`config.mk`:
```
export PLATFORM = sky130hd
export DESIGN_NAME = serial_sub
export DESIGN_NICKNAME = d
export VERILOG_FILES = /design/src/rtl/serial_sub.sv
export SDC_FILE = /design/constraint.sdc
export NUM_CORES = 1
export LEC_CHECK = 0
export ABC_AREA = 0
export CAP_MARGIN = 20
export CORE_ASPECT_RATIO = 1.5
export CORE_MARGIN = 3
export CORE_UTILIZATION = 50
export CTS_BUF_LIST = sky130_fd_sc_hd__clkbuf_4
export CTS_CLUSTER_DIAMETER = 150
export DETAILED_ROUTE_END_ITERATION = 8
export HOLD_SLACK_MARGIN = 0.1
export PLACE_DENSITY = 0.78
export SYNTH_ARGS = -nofsm -noshare
export SYNTH_HDL_FRONTEND = slang
export SYNTH_SLANG_ARGS = --single-unit
```
`constraint.sdc`:
```
create_clock -name clk -period 2.78 [get_ports clk]
set_clock_uncertainty 0.1 [all_clocks]
set_input_delay 0.417 -clock clk [delete_from_list [all_inputs] [get_ports clk]]
set_output_delay 0.417 -clock clk [all_outputs]
set_load 0.005 [all_outputs]
```
`src/rtl/serial_sub.sv`:
```
// serial_sub: bit-serial subtractor, A - B computed one bit per clock as
// A + ~B + 1 through a single full-adder cell with a registered carry.
module serial_sub #(
    parameter int WIDTH = 16
) (
    input  logic             clk,
    input  logic             rst,
    input  logic             start,
    input  logic [WIDTH-1:0] A,
    input  logic [WIDTH-1:0] B,
    output logic             busy,
    output logic             done,
    output logic [WIDTH-1:0] diff,
    output logic             borrow,
    output logic             ovfl
);

    localparam int CW = (WIDTH > 2) ? $clog2(WIDTH) : 1;
    localparam logic [CW-1:0] LAST = CW'(WIDTH - 1);

    localparam logic [1:0] S_IDLE  = 2'd0;
    localparam logic [1:0] S_SHIFT = 2'd1;
    localparam logic [1:0] S_DONE  = 2'd2;

    logic [1:0]       state_q,  state_d;
    logic [WIDTH-1:0] a_sr_q,   a_sr_d;
    logic [WIDTH-1:0] b_sr_q,   b_sr_d;
    logic [WIDTH-1:0] res_q,    res_d;
    logic             carry_q,  carry_d;
    logic [CW-1:0]    cnt_q,    cnt_d;
    logic             amsb_q,   amsb_d;
    logic             bmsb_q,   bmsb_d;
    logic [WIDTH-1:0] diff_q,   diff_d;
    logic             borrow_q, borrow_d;
    logic             ovfl_q,   ovfl_d;

    // Full-adder cell: LSB of A, inverted LSB of B, running carry.
    logic a_bit, nb_bit, sum_bit, carry_nxt;
    assign a_bit     = a_sr_q[0];
    assign nb_bit    = ~b_sr_q[0];
    assign sum_bit   = a_bit ^ nb_bit ^ carry_q;
    assign carry_nxt = (a_bit & nb_bit) | (a_bit & carry_q) | (nb_bit & carry_q);

    // Next-state logic: operand load, per-bit shift, result publish on the last bit.
    always_comb begin
        state_d  = state_q;
        a_sr_d   = a_sr_q;
        b_sr_d   = b_sr_q;
        res_d    = res_q;
        carry_d  = carry_q;
        cnt_d    = cnt_q;
        amsb_d   = amsb_q;
        bmsb_d   = bmsb_q;
        diff_d   = diff_q;
        borrow_d = borrow_q;
        ovfl_d   = ovfl_q;
        case (state_q)
            S_IDLE, S_DONE: begin
                if (start) begin
                    state_d = S_SHIFT;
                    a_sr_d  = A;
                    b_sr_d  = B;
                    amsb_d  = A[WIDTH-1];
                    bmsb_d  = B[WIDTH-1];
                    carry_d = 1'b1;          // the +1 of two's complement
                    cnt_d   = '0;
                end else begin
                    state_d = S_IDLE;
                end
            end
            S_SHIFT: begin
                // start is deliberately ignored here; operands are already captured
                a_sr_d  = a_sr_q >> 1;
                b_sr_d  = b_sr_q >> 1;
                res_d   = {sum_bit, res_q[WIDTH-1:1]};
                carry_d = carry_nxt;
                cnt_d   = cnt_q + CW'(1);
                if (cnt_q == LAST) begin
                    state_d  = S_DONE;
                    diff_d   = {sum_bit, res_q[WIDTH-1:1]};
                    borrow_d = ~carry_nxt;
                    ovfl_d   = (amsb_q != bmsb_q) && (sum_bit != amsb_q);
                end
            end
            default: state_d = S_IDLE;
        endcase
    end

    // State registers with synchronous active-high reset.
    always_ff @(posedge clk) begin
        if (rst) begin
            state_q  <= S_IDLE;
            a_sr_q   <= '0;
            b_sr_q   <= '0;
            res_q    <= '0;
            carry_q  <= 1'b0;
            cnt_q    <= '0;
            amsb_q   <= 1'b0;
            bmsb_q   <= 1'b0;
            diff_q   <= '0;
            borrow_q <= 1'b0;
            ovfl_q   <= 1'b0;
        end else begin
            state_q  <= state_d;
            a_sr_q   <= a_sr_d;
            b_sr_q   <= b_sr_d;
            res_q    <= res_d;
            carry_q  <= carry_d;
            cnt_q    <= cnt_d;
            amsb_q   <= amsb_d;
            bmsb_q   <= bmsb_d;
            diff_q   <= diff_d;
            borrow_q <= borrow_d;
            ovfl_q   <= ovfl_d;
        end
    end

    assign busy   = (state_q == S_SHIFT);
    assign done   = (state_q == S_DONE);
    assign diff   = diff_q;
    assign borrow = borrow_q;
    assign ovfl   = ovfl_q;

endmodule

```
Yosys cells after proc, flatten, opt, wreduce, memory -nomap -nowiden
Index checks and enable logic that the tools add are counted.
- multiply operators: 0
- order comparisons: 0
- mux-type cells: 11
- shift operators: 0
- bitwise logic cells: 9
- divide/modulo/power cells: 0
- $add $sub $neg: 1
- eq/ne operators: 7
- reductions and logical operators: 7
- operators by type and width (operator ; count):
    case mux 16 bit (2 select lines) ; 2
    2-to-1 mux 16 bit ; 2
    case mux 4 bit (2 select lines) ; 1
    AND reduction 2 bit ; 3
    adder 4 x 1 -> 4 bit (second input constant) ; 1
    == test 4 bit (second input constant) ; 1
    2-to-1 mux 4 bit ; 1
    case mux 2 bit (2 select lines) ; 1
    AND 1 bit ; 3
    == test 2 x 1 -> 1 bit (second input constant) ; 1
    == test 2 bit (second input constant) ; 1
    logical NOT 2 bit ; 1
    2-to-1 mux 1 bit ; 2
    2-to-1 mux 2 bit ; 1
    inequality test 1 bit ; 2
    inequality test 2 x 1 -> 1 bit (second input constant) ; 1
    inequality test 2 bit (second input constant) ; 1
    NOT 1 bit ; 2
    OR 1 bit ; 2
    case mux 1 bit (2 select lines) ; 1
    nonzero test 2 bit ; 1
    OR reduction 2 bit ; 1
    bitwise XOR 1 bit ; 2
    logical AND 1 bit ; 1
- memories: 0
- memory bits (read-only): 0
- flip-flop bits (word level): 75
- logic and storage cells: 46
- input bits: 35
- output and inout port bits: 20
- latch bits: 0
- RAM bits: 0

Depth between registers and ports, before layout
Gate-level depths: netlist of the first run.
- depth after elaboration: 5
- depth in mapped cells: 7
- mapped depth without buffers: 5

Worst setup path after synthesis of the first run
Ideal clock, no wire load.
- path kind: reg-to-reg
- from: reg b_sr_q[0]
- to: reg ovfl_q, in the netlist ovfl
- data arrival time: 1311 ps
- stages on the path, launching flop included: 6
- setup time: 91 ps
- path slack: 1278 ps
- data required time: 2589 ps
- cell sequence: dfxtp_1 inv_1 fa_1 and3b_1 a21oi_1 a311oi_1
- word-level cells in the longest chain between the ends: 5
- ends and longest elaborated chain (what ; line ; text):
    start, declared ; 27 ; logic [WIDTH-1:0] b_sr_q, b_sr_d;
    start signal, assigned ; 106 ; b_sr_q <= b_sr_d;
    NOT 1 bit ; 40 ; assign nb_bit = ~b_sr_q[0];
    bitwise XOR 1 bit (2 in a row) ; 41 ; assign sum_bit = a_bit ^ nb_bit ^ carry_q;
    via sum_bit ; 38 ; logic a_bit, nb_bit, sum_bit, carry_nxt;
    inequality test 1 bit ; 82 ; ovfl_d = (amsb_q != bmsb_q) && (sum_bit != amsb_q);
    logical AND 1 bit ; 82 ;
    end signal, assigned ; 114 ; ovfl_q <= ovfl_d;
    end, declared ; 35 ; logic ovfl_q, ovfl_d;
The timed path passes the listed nets, and every way through them passes these cells.
A chain may end at the register's enable or synchronous reset.

Final worst setup path of the first run
- from: reg state_q[0]
- to: out busy
- word-level cells in the longest chain between the ends: 1
- ends and longest elaborated chain (what ; line ; text):
    start, declared ; 25 ; logic [1:0] state_q, state_d;
    start signal, assigned ; 104 ; state_q <= state_d;
    == test 2 x 1 -> 1 bit ; 118 ; assign busy = (state_q == S_SHIFT);
    end, declared ; 11 ; output logic busy,
Every way passes these cells.

==> impl_results.md, run 1 <==
* Status: complete, no violations
* Final worst path period share at 83.0%
* RR Endpoint: diff[1]$_SDFFE_PP0P_
* Unrepaired setup endpoints after global routing: no
* Initial core utilization at 53.0%
* Mapped Area at roughly 0.0028 mm²
* Num ports at 55
* ANT cells at 0
* Critical Path Slowest Stage Cell: clkdlybuf4s50_1
* Pwr Density at slightly below 600 mW/mm²
* FF-to-FF path depth at 4
* Crit. End Element: primary output
* Placement Rows at 32
* Final HPWL DP at 3770 µm
* Final setup vio count at 0
* Setup Buffers After CTS at 0
* Buffers and inverters on the worst path at 2
* Relative slew slack at 51.8%
* H-tree Lvls at 3
* Nets at around 380
* EDFF count, synth at 0
* Fmax at 434 MHz
* Worst EP arrival at 1790 ps
* Global-route wire length before repair at 9540 µm
* CP required at 2260 ps
* Kind of critical path: flop to primary output
* Reg clk slew, reported paths at roughly 120 ps
* Area Overhead vs Synth at 23.6%
* Placed cell area at between 0.003 and 0.004 mm²
* Final WL at 5750 µm
* Grt total ovfl at 0
* Global placement routability congestion at about 0.79
* # port buffers at 54
* Worst-Skew Late Latency at 410 ps
* Root buffer cell: clkbuf_4
* Primary FF master, synth: dfxtp_1
* Clock Path Buffers at 2
* Count of final max-slew check failures at 0
* WP depth at 3
* DRT iter0 DRCs at 160
* Vias in the first global route at 2141
* Fin crit period at approximately 2300 ps
* Antenna violations before repair at 0
* Hold Fails Final Rpt at 0
* Drc violations at 0
* FILL cells at 453
* Leakage at 1.22 nW
* ANT nets after route at 0
* Flop2flop setup slack at about 890 ps
* Hold slack at 294 ps
* Post-Syn Area per Cell at 9.24 µm²
* Asr flop ratio synth at 0%
* Fin area at 0.00346 mm²
* CP top delay family: buffers and inverters
* Reg2Reg Launch Point: state_q[0]$_SDFFE_PP0P_
* Peak supply drop at 0.356 mV
* Worst path max stage delay at 570 ps
* Setup WS post-layout at 474 ps
* Crit path max fanout at 33
* Clock sinks at 74
* Min-delay worst type: input port to flop
* Die Width at between 60 and 70 µm
* Mapped Cells at 303
* Setup tns final at 0 ps
* Sequential-to-total area share from yosys stat at a little over half
* Share of layout cells above drive strength 1 at slightly above 8%
* Netlist cell types at 28
* CP Capture Point: busy
* Worst slew pin tran at 723 ps
* Pre-CTS setup slack at 793 ps
* Post-CTS Hold Buffers at 0
* Core ar. at 0.00529 mm²
* Drt wl/cell at 13.7 µm
* Tot GR Track Use at 18.7%
* TritonCTS clock tree: yes
* Die Area at 0.00655 mm²
* Startpoint Class: flop
* YS warnings at 0
* Drt pass-1 iters at 5
* TritonCTS buffer count at 9
* Critical path, cell by cell: nand2b_2 > inv_4 > clkdlybuf4s50_1
* Via count at 2336
* FF+latch count, synth at 74
* Die Ht at 97.7 µm
* CP startpoint: state_q[0]$_SDFFE_PP0P_
* Largest net degree at the start of global routing at 53
* Post-cts sizing count at 0
* Vias/cell at 5.58
* Syn Nets at between 300 and 400
* Maxcap violations at 0
## worst reg2reg max path, cell delays in order, from the launching register on
cell and delay [ps]:
dfxtp_1 430, nand2b_2 100, buf_4 300, nor3_4 660, a22o_1 250
## synthesized netlist by cell type (2+ instances only)
cell type  count  area share [%]
buf_1          4            0.54
buf_6          3             1.2
nand2b_1       4            0.89
a22oi_1       30             8.0
nor2b_1        2            0.45
nand3_1       36             6.4
a22o_1        16             5.0
buf_2         10             1.8
buf_4          5             1.3
a311oi_1       2            0.63
a21oi_1       57              10
dfxtp_1       74              53
nand2_1       36             4.8
inv_1          2            0.27
nor2_1         3            0.40
clkbuf_1       7            0.94
## flip-flops by register name, summed over array words and instances (netlist names)
name / cells
a_sr_q: 16
amsb_q: 1
b_sr_q: 16
bmsb_q: 1
borrow: 1
carry_q: 1
cnt_q: 4
diff: 16
ovfl: 1
res_q: 15
state_q: 2
## cell usage in the layout, fill, tap and decap left out, drive strengths merged
| cell | count |
|---|---|
| nor3b | 1 |
| ha | 1 |
| and3b | 1 |
| inv | 4 |
| nor2 | 3 |
| a311oi | 2 |
| dfxtp | 74 |
| nand4 | 1 |
| mux2 | 1 |
| nand2b | 4 |
| bufinv | 1 |
| nand3 | 36 |
| a22o | 16 |
| and3 | 1 |
| o21ai | 1 |
| o21a | 1 |
| clkdlybuf4s50 | 53 |
| clkinv | 5 |
| nor3 | 1 |
| nand2 | 36 |
| a21oi | 58 |
| buf | 8 |
| nor2b | 2 |
| a22oi | 30 |
| fa | 1 |
| clkbuf | 9 |
## metrics by stage
stage	instances	power, mW	utilization [%]
after floorplan	303	1.30	-
after global placement	403	1.37	62.7
after detailed placement	403	1.37	62.7
after CTS	419	2.04	65.5
after global routing	419	2.10	65.5
final	419	2.02	65.5
## metal layers
layer	GRT usage [%]	vias to the layer above	routed length (µm)
met5	0	-	0
met4	9.22	0	78
met3	3.94	6	220
met2	31.1	52	3080
met1	21.9	1099	2370
li1	-	1179	-
## how the worst min path moves through the flow
stage	slack (ps)	cells past startpoint	from	end
after global placement	350	2	res_q[1]$_SDFFE_PP0P_	res_q[1]$_SDFFE_PP0P_
after global routing	320	2	rst	b_sr_q[1]$_SDFFE_PP0P_
final	290	2	rst	state_q[0]$_SDFFE_PP0P_
after CTS	270	2	rst	state_q[0]$_SDFFE_PP0P_
after floorplan	340	2	res_q[1]$_SDFFE_PP0P_	res_q[1]$_SDFFE_PP0P_
after detailed placement	360	1	diff[4]$_SDFFE_PP0P_	diff[4]$_SDFFE_PP0P_
## where the power goes
group          switching (mW)  leakage [nW]  internal (mW)
logic                   0.125         0.541         0.0992
registers              0.0236         0.602           1.10
clock network           0.388        0.0805          0.282
## cell families (layout without fill, tap and decap cells)
| group | Yosys count | count (layout) | synth area share [%] |
|---|---|---|---|
| flip-flops | 74 | 74 | 52.9 |
| buffers and inverters | 32 | 80 | 6.30 |
| AND/OR/NAND/NOR | 86 | 86 | 14.6 |
| AO/OA/AOI/OAI | 108 | 108 | 24.6 |
| multiplexers | 1 | 1 | 0.402 |
| adder cells (fa/ha/maj) | 2 | 2 | 1.16 |
## layout make-up
cell class,count,area (µm²),share of cell area [%]
clock inverter,7,78.8,2.28
clock buffer,9,67.6,1.95
sequential,74,1480,42.8
multi-input combinational,197,1150,33.1
inverter,3,13.8,0.398
tap,68,85.1,2.46
timing repair buffer,61,588,17.0
No activity file was read; power rests on OpenSTA's default activity.
==> run 2: changes to the inputs <==
--- a/config.mk
+++ b/config.mk
@@ -9,7 +9,7 @@
 export CAP_MARGIN = 20
 export CORE_ASPECT_RATIO = 1.5
 export CORE_MARGIN = 3
-export CORE_UTILIZATION = 50
+export CORE_UTILIZATION = 48
 export CTS_BUF_LIST = sky130_fd_sc_hd__clkbuf_4
 export CTS_CLUSTER_DIAMETER = 150
 export DETAILED_ROUTE_END_ITERATION = 8
==> constraint.sdc (replaced) <==
create_clock -name clk -period 2.05 [get_ports clk]
set_clock_uncertainty 0.1 [all_clocks]
set_input_delay 0.3075 -clock clk [delete_from_list [all_inputs] [get_ports clk]]
set_output_delay 0.3075 -clock clk [all_outputs]
set_load 0.005 [all_outputs]
==> impl_results.md, run 2 (synthesized netlist as in run 1, its figures left out) <==
* Status: complete, no violations
* Global-route wire length before repair at 9920 µm (+4.1%)
* Drt pass-1 iters at 4 (-1)
* Clock sinks at 74 (unchanged)
* Fmax at 514 MHz
* Hold path start: rst
* Hold Crit Depth at 2 (unchanged)
* Pwr Density at 762 mW/mm² (+31%)
* Final WL at 5980 µm (+3.9%)
* TritonCTS buffer count at 9 (unchanged)
* CP required at 1640 ps (-620 ps)
* Clock Path Buffers at 2 (unchanged)
* Sequential Power Share at 56.7% (+1.0 points)
* Fin area at 0.00353 mm² (+2.0%)
* Fin crit period at 1940 ps
* Via count at 2364 (+1.2%)
* Worst path max stage delay at 510 ps (-60 ps)
* Hold slack at 223 ps (-70.5 ps)
* Largest net degree at the start of global routing at 53 (unchanged)
* Commonest non-fill, non-tap cell in the layout: dfxtp_1
* Antenna violations before repair at 0 (unchanged)
* Count of final max-slew check failures at 0 (unchanged)
* Peak supply drop at 0.541 mV (+52%)
* Area Overhead vs Synth at 26.1%
* Placement Rows at 33 (+3.1%)
* Hold Path End: state_q[0]$_SDFFE_PP0P_
* Final setup vio count at 0 (unchanged)
* Placed cell area at 0.00335 mm² (+1.1%)
* H-tree Lvls at 3 (unchanged)
* Flop2flop setup slack at 340 ps (-550 ps)
* Startpoint Class: flop
* Die Width at 68.4 µm (+1.9%)
* Critical path, cell by cell: nand2b_2 > clkinv_4 > clkdlybuf4s50_1
* Sw Ratio at 25.4% (-1.2 points)
* Critical Path Slowest Stage Cell: clkdlybuf4s50_1
* Worst slew pin tran at 544 ps (-179 ps)
* Kind of critical path: flop to primary output
* Final worst path period share at between 90 and 100%
* Relative slew slack at 63.7% (+12 points)
* Tot GR Track Use at 18.7% (about the same)
* Psw at 0.684 mW (+27%)
* Root buffer cell: clkbuf_4
* Post-CTS Hold Buffers at 0 (unchanged)
* Grt total ovfl at 0 (unchanged)
* Reg clk slew, reported paths at 120 ps (about the same)
* Initial core utilization at 50.2% (-2.7 points)
* Power Total at 2.69 mW (+33%)
* Die Ht at 99.5 µm (+1.9%)
* Num ports at 55 (unchanged)
* Worst-Skew Late Latency at 400 ps (about the same)
* # port buffers at 54 (unchanged)
* Setup WS post-layout at 106 ps (-368 ps)
* Min-delay worst type: input port to flop
* Cell Int Power at 2.00 mW (+35%)
* FF-to-FF path depth at 5 (+1)
* Drc violations at 0 (unchanged)
* Worst EP arrival at 1540 ps (-250 ps)
* Share of layout cells above drive strength 1 at 10.3% (+2.0 points)
* Setup tns final at 0 ps (unchanged)
* DRT iter0 DRCs at 165 (+3.1%)
* Most frequent cells in the layout: dfxtp_1 (73), a21oi_1 (57), clkdlybuf4s50_1 (53)
* TritonCTS clock tree: yes
* Pre-CTS setup slack at 348 ps (-445 ps)
* Core ar. at 0.00557 mm² (+5.5%)
* Vias/cell at 5.50 (-1.4%)
* ANT cells at 0 (unchanged)
* Combinational Power Share at 12.3% (+1.2 points)
* Cells after DPL at 408 (+1.2%)
* Final std cells w/o fill at 430 (+2.6%)
* Maxcap violations at 0 (unchanged)
* Util after Layout at 63.3% (-2.2 points)
* Hold Fails Final Rpt at 0 (unchanged)
* Reg2Reg Launch Point: state_q[1]$_SDFFE_PP0P_
* Vias in the first global route at 2231 (+4.2%)
* RR Endpoint: diff[15]$_SDFFE_PP0P_
* Final HPWL DP at 4050 µm (+7.4%)
* Leakage at 1.26 nW (+3.3%)
* Unrepaired setup endpoints after global routing: no
* ANT nets after route at 0 (unchanged)
* Global placement routability congestion at 0.836 (+5.4%)
* Die Area at 0.00681 mm² (+3.8%)
* Nets at 392 (+2.3%)
* CP startpoint: state_q[1]$_SDFFE_PP0P_
* Clock share of power at 31.0% (-2.2 points)
* Crit. End Element: primary output
* Crit path max fanout at 8 (-76%)
* Drt wl/cell at 13.9 µm (+1.2%)
run 2: changes by cell type in the layout (fill, tap and decap cells not counted), moves of 2 or more:
cell      previous run  this run
clkinv_4             4         1
buf_4                7        15
clkinv_2             1         3
clkinv_1             0         2
run 2: power by group through the flow:
stage	Combinational, mW	Clock, mW	Sequential (mW)
after global placement	0.311	0	1.55
after global routing	0.367	0.895	1.53
after floorplan	0.207	0	1.55
after detailed placement	0.318	0	1.56
after CTS	0.319	0.850	1.52
final	0.331	0.834	1.52
run 2: critical path: cells and delay by family, from the launching register on:
family | cells | cell delay, ps
DFF | 1 | 330
buffers and inverters | 2 | 600
and+or+nand+nor | 1 | 200
run 2: cell type report:
class	count	area [µm²]
Clock inverter	7	60.1
Inverter	3	16.3
Multi-Input combinational cell	197	1150
Timing Repair Buffer	70	668
Sequential cell	74	1480
Clock buffer	9	67.6
Tap cell	70	87.6
Fill cell	504	2040
run 2: how the worst max path moves through the flow:
stage	to	slack [ps]
after CTS	busy	9
final	busy	110
after detailed placement	ovfl$_SDFFE_PP0P_	350
after floorplan	ovfl$_SDFFE_PP0P_	550
after global routing	busy	60
after global placement	a_sr_q[14]$_SDFFE_PP0P_	360
run 2: repair_timing:
action,in CTS,in global routing
setup buffers,0,6
endpoints found under the setup margin,1,1
gates resized for setup,1,2
run 2: layer usage:
metal / vias up / part of all wire [%] / track usage (%)
met5: - / 0 / 0
met4: 0 / 0.77 / 8.27
met3: 5 / 3.7 / 3.05
met2: 60 / 53 / 31.6
met1: 1109 / 42 / 22.6
li1: 1190 / - / -
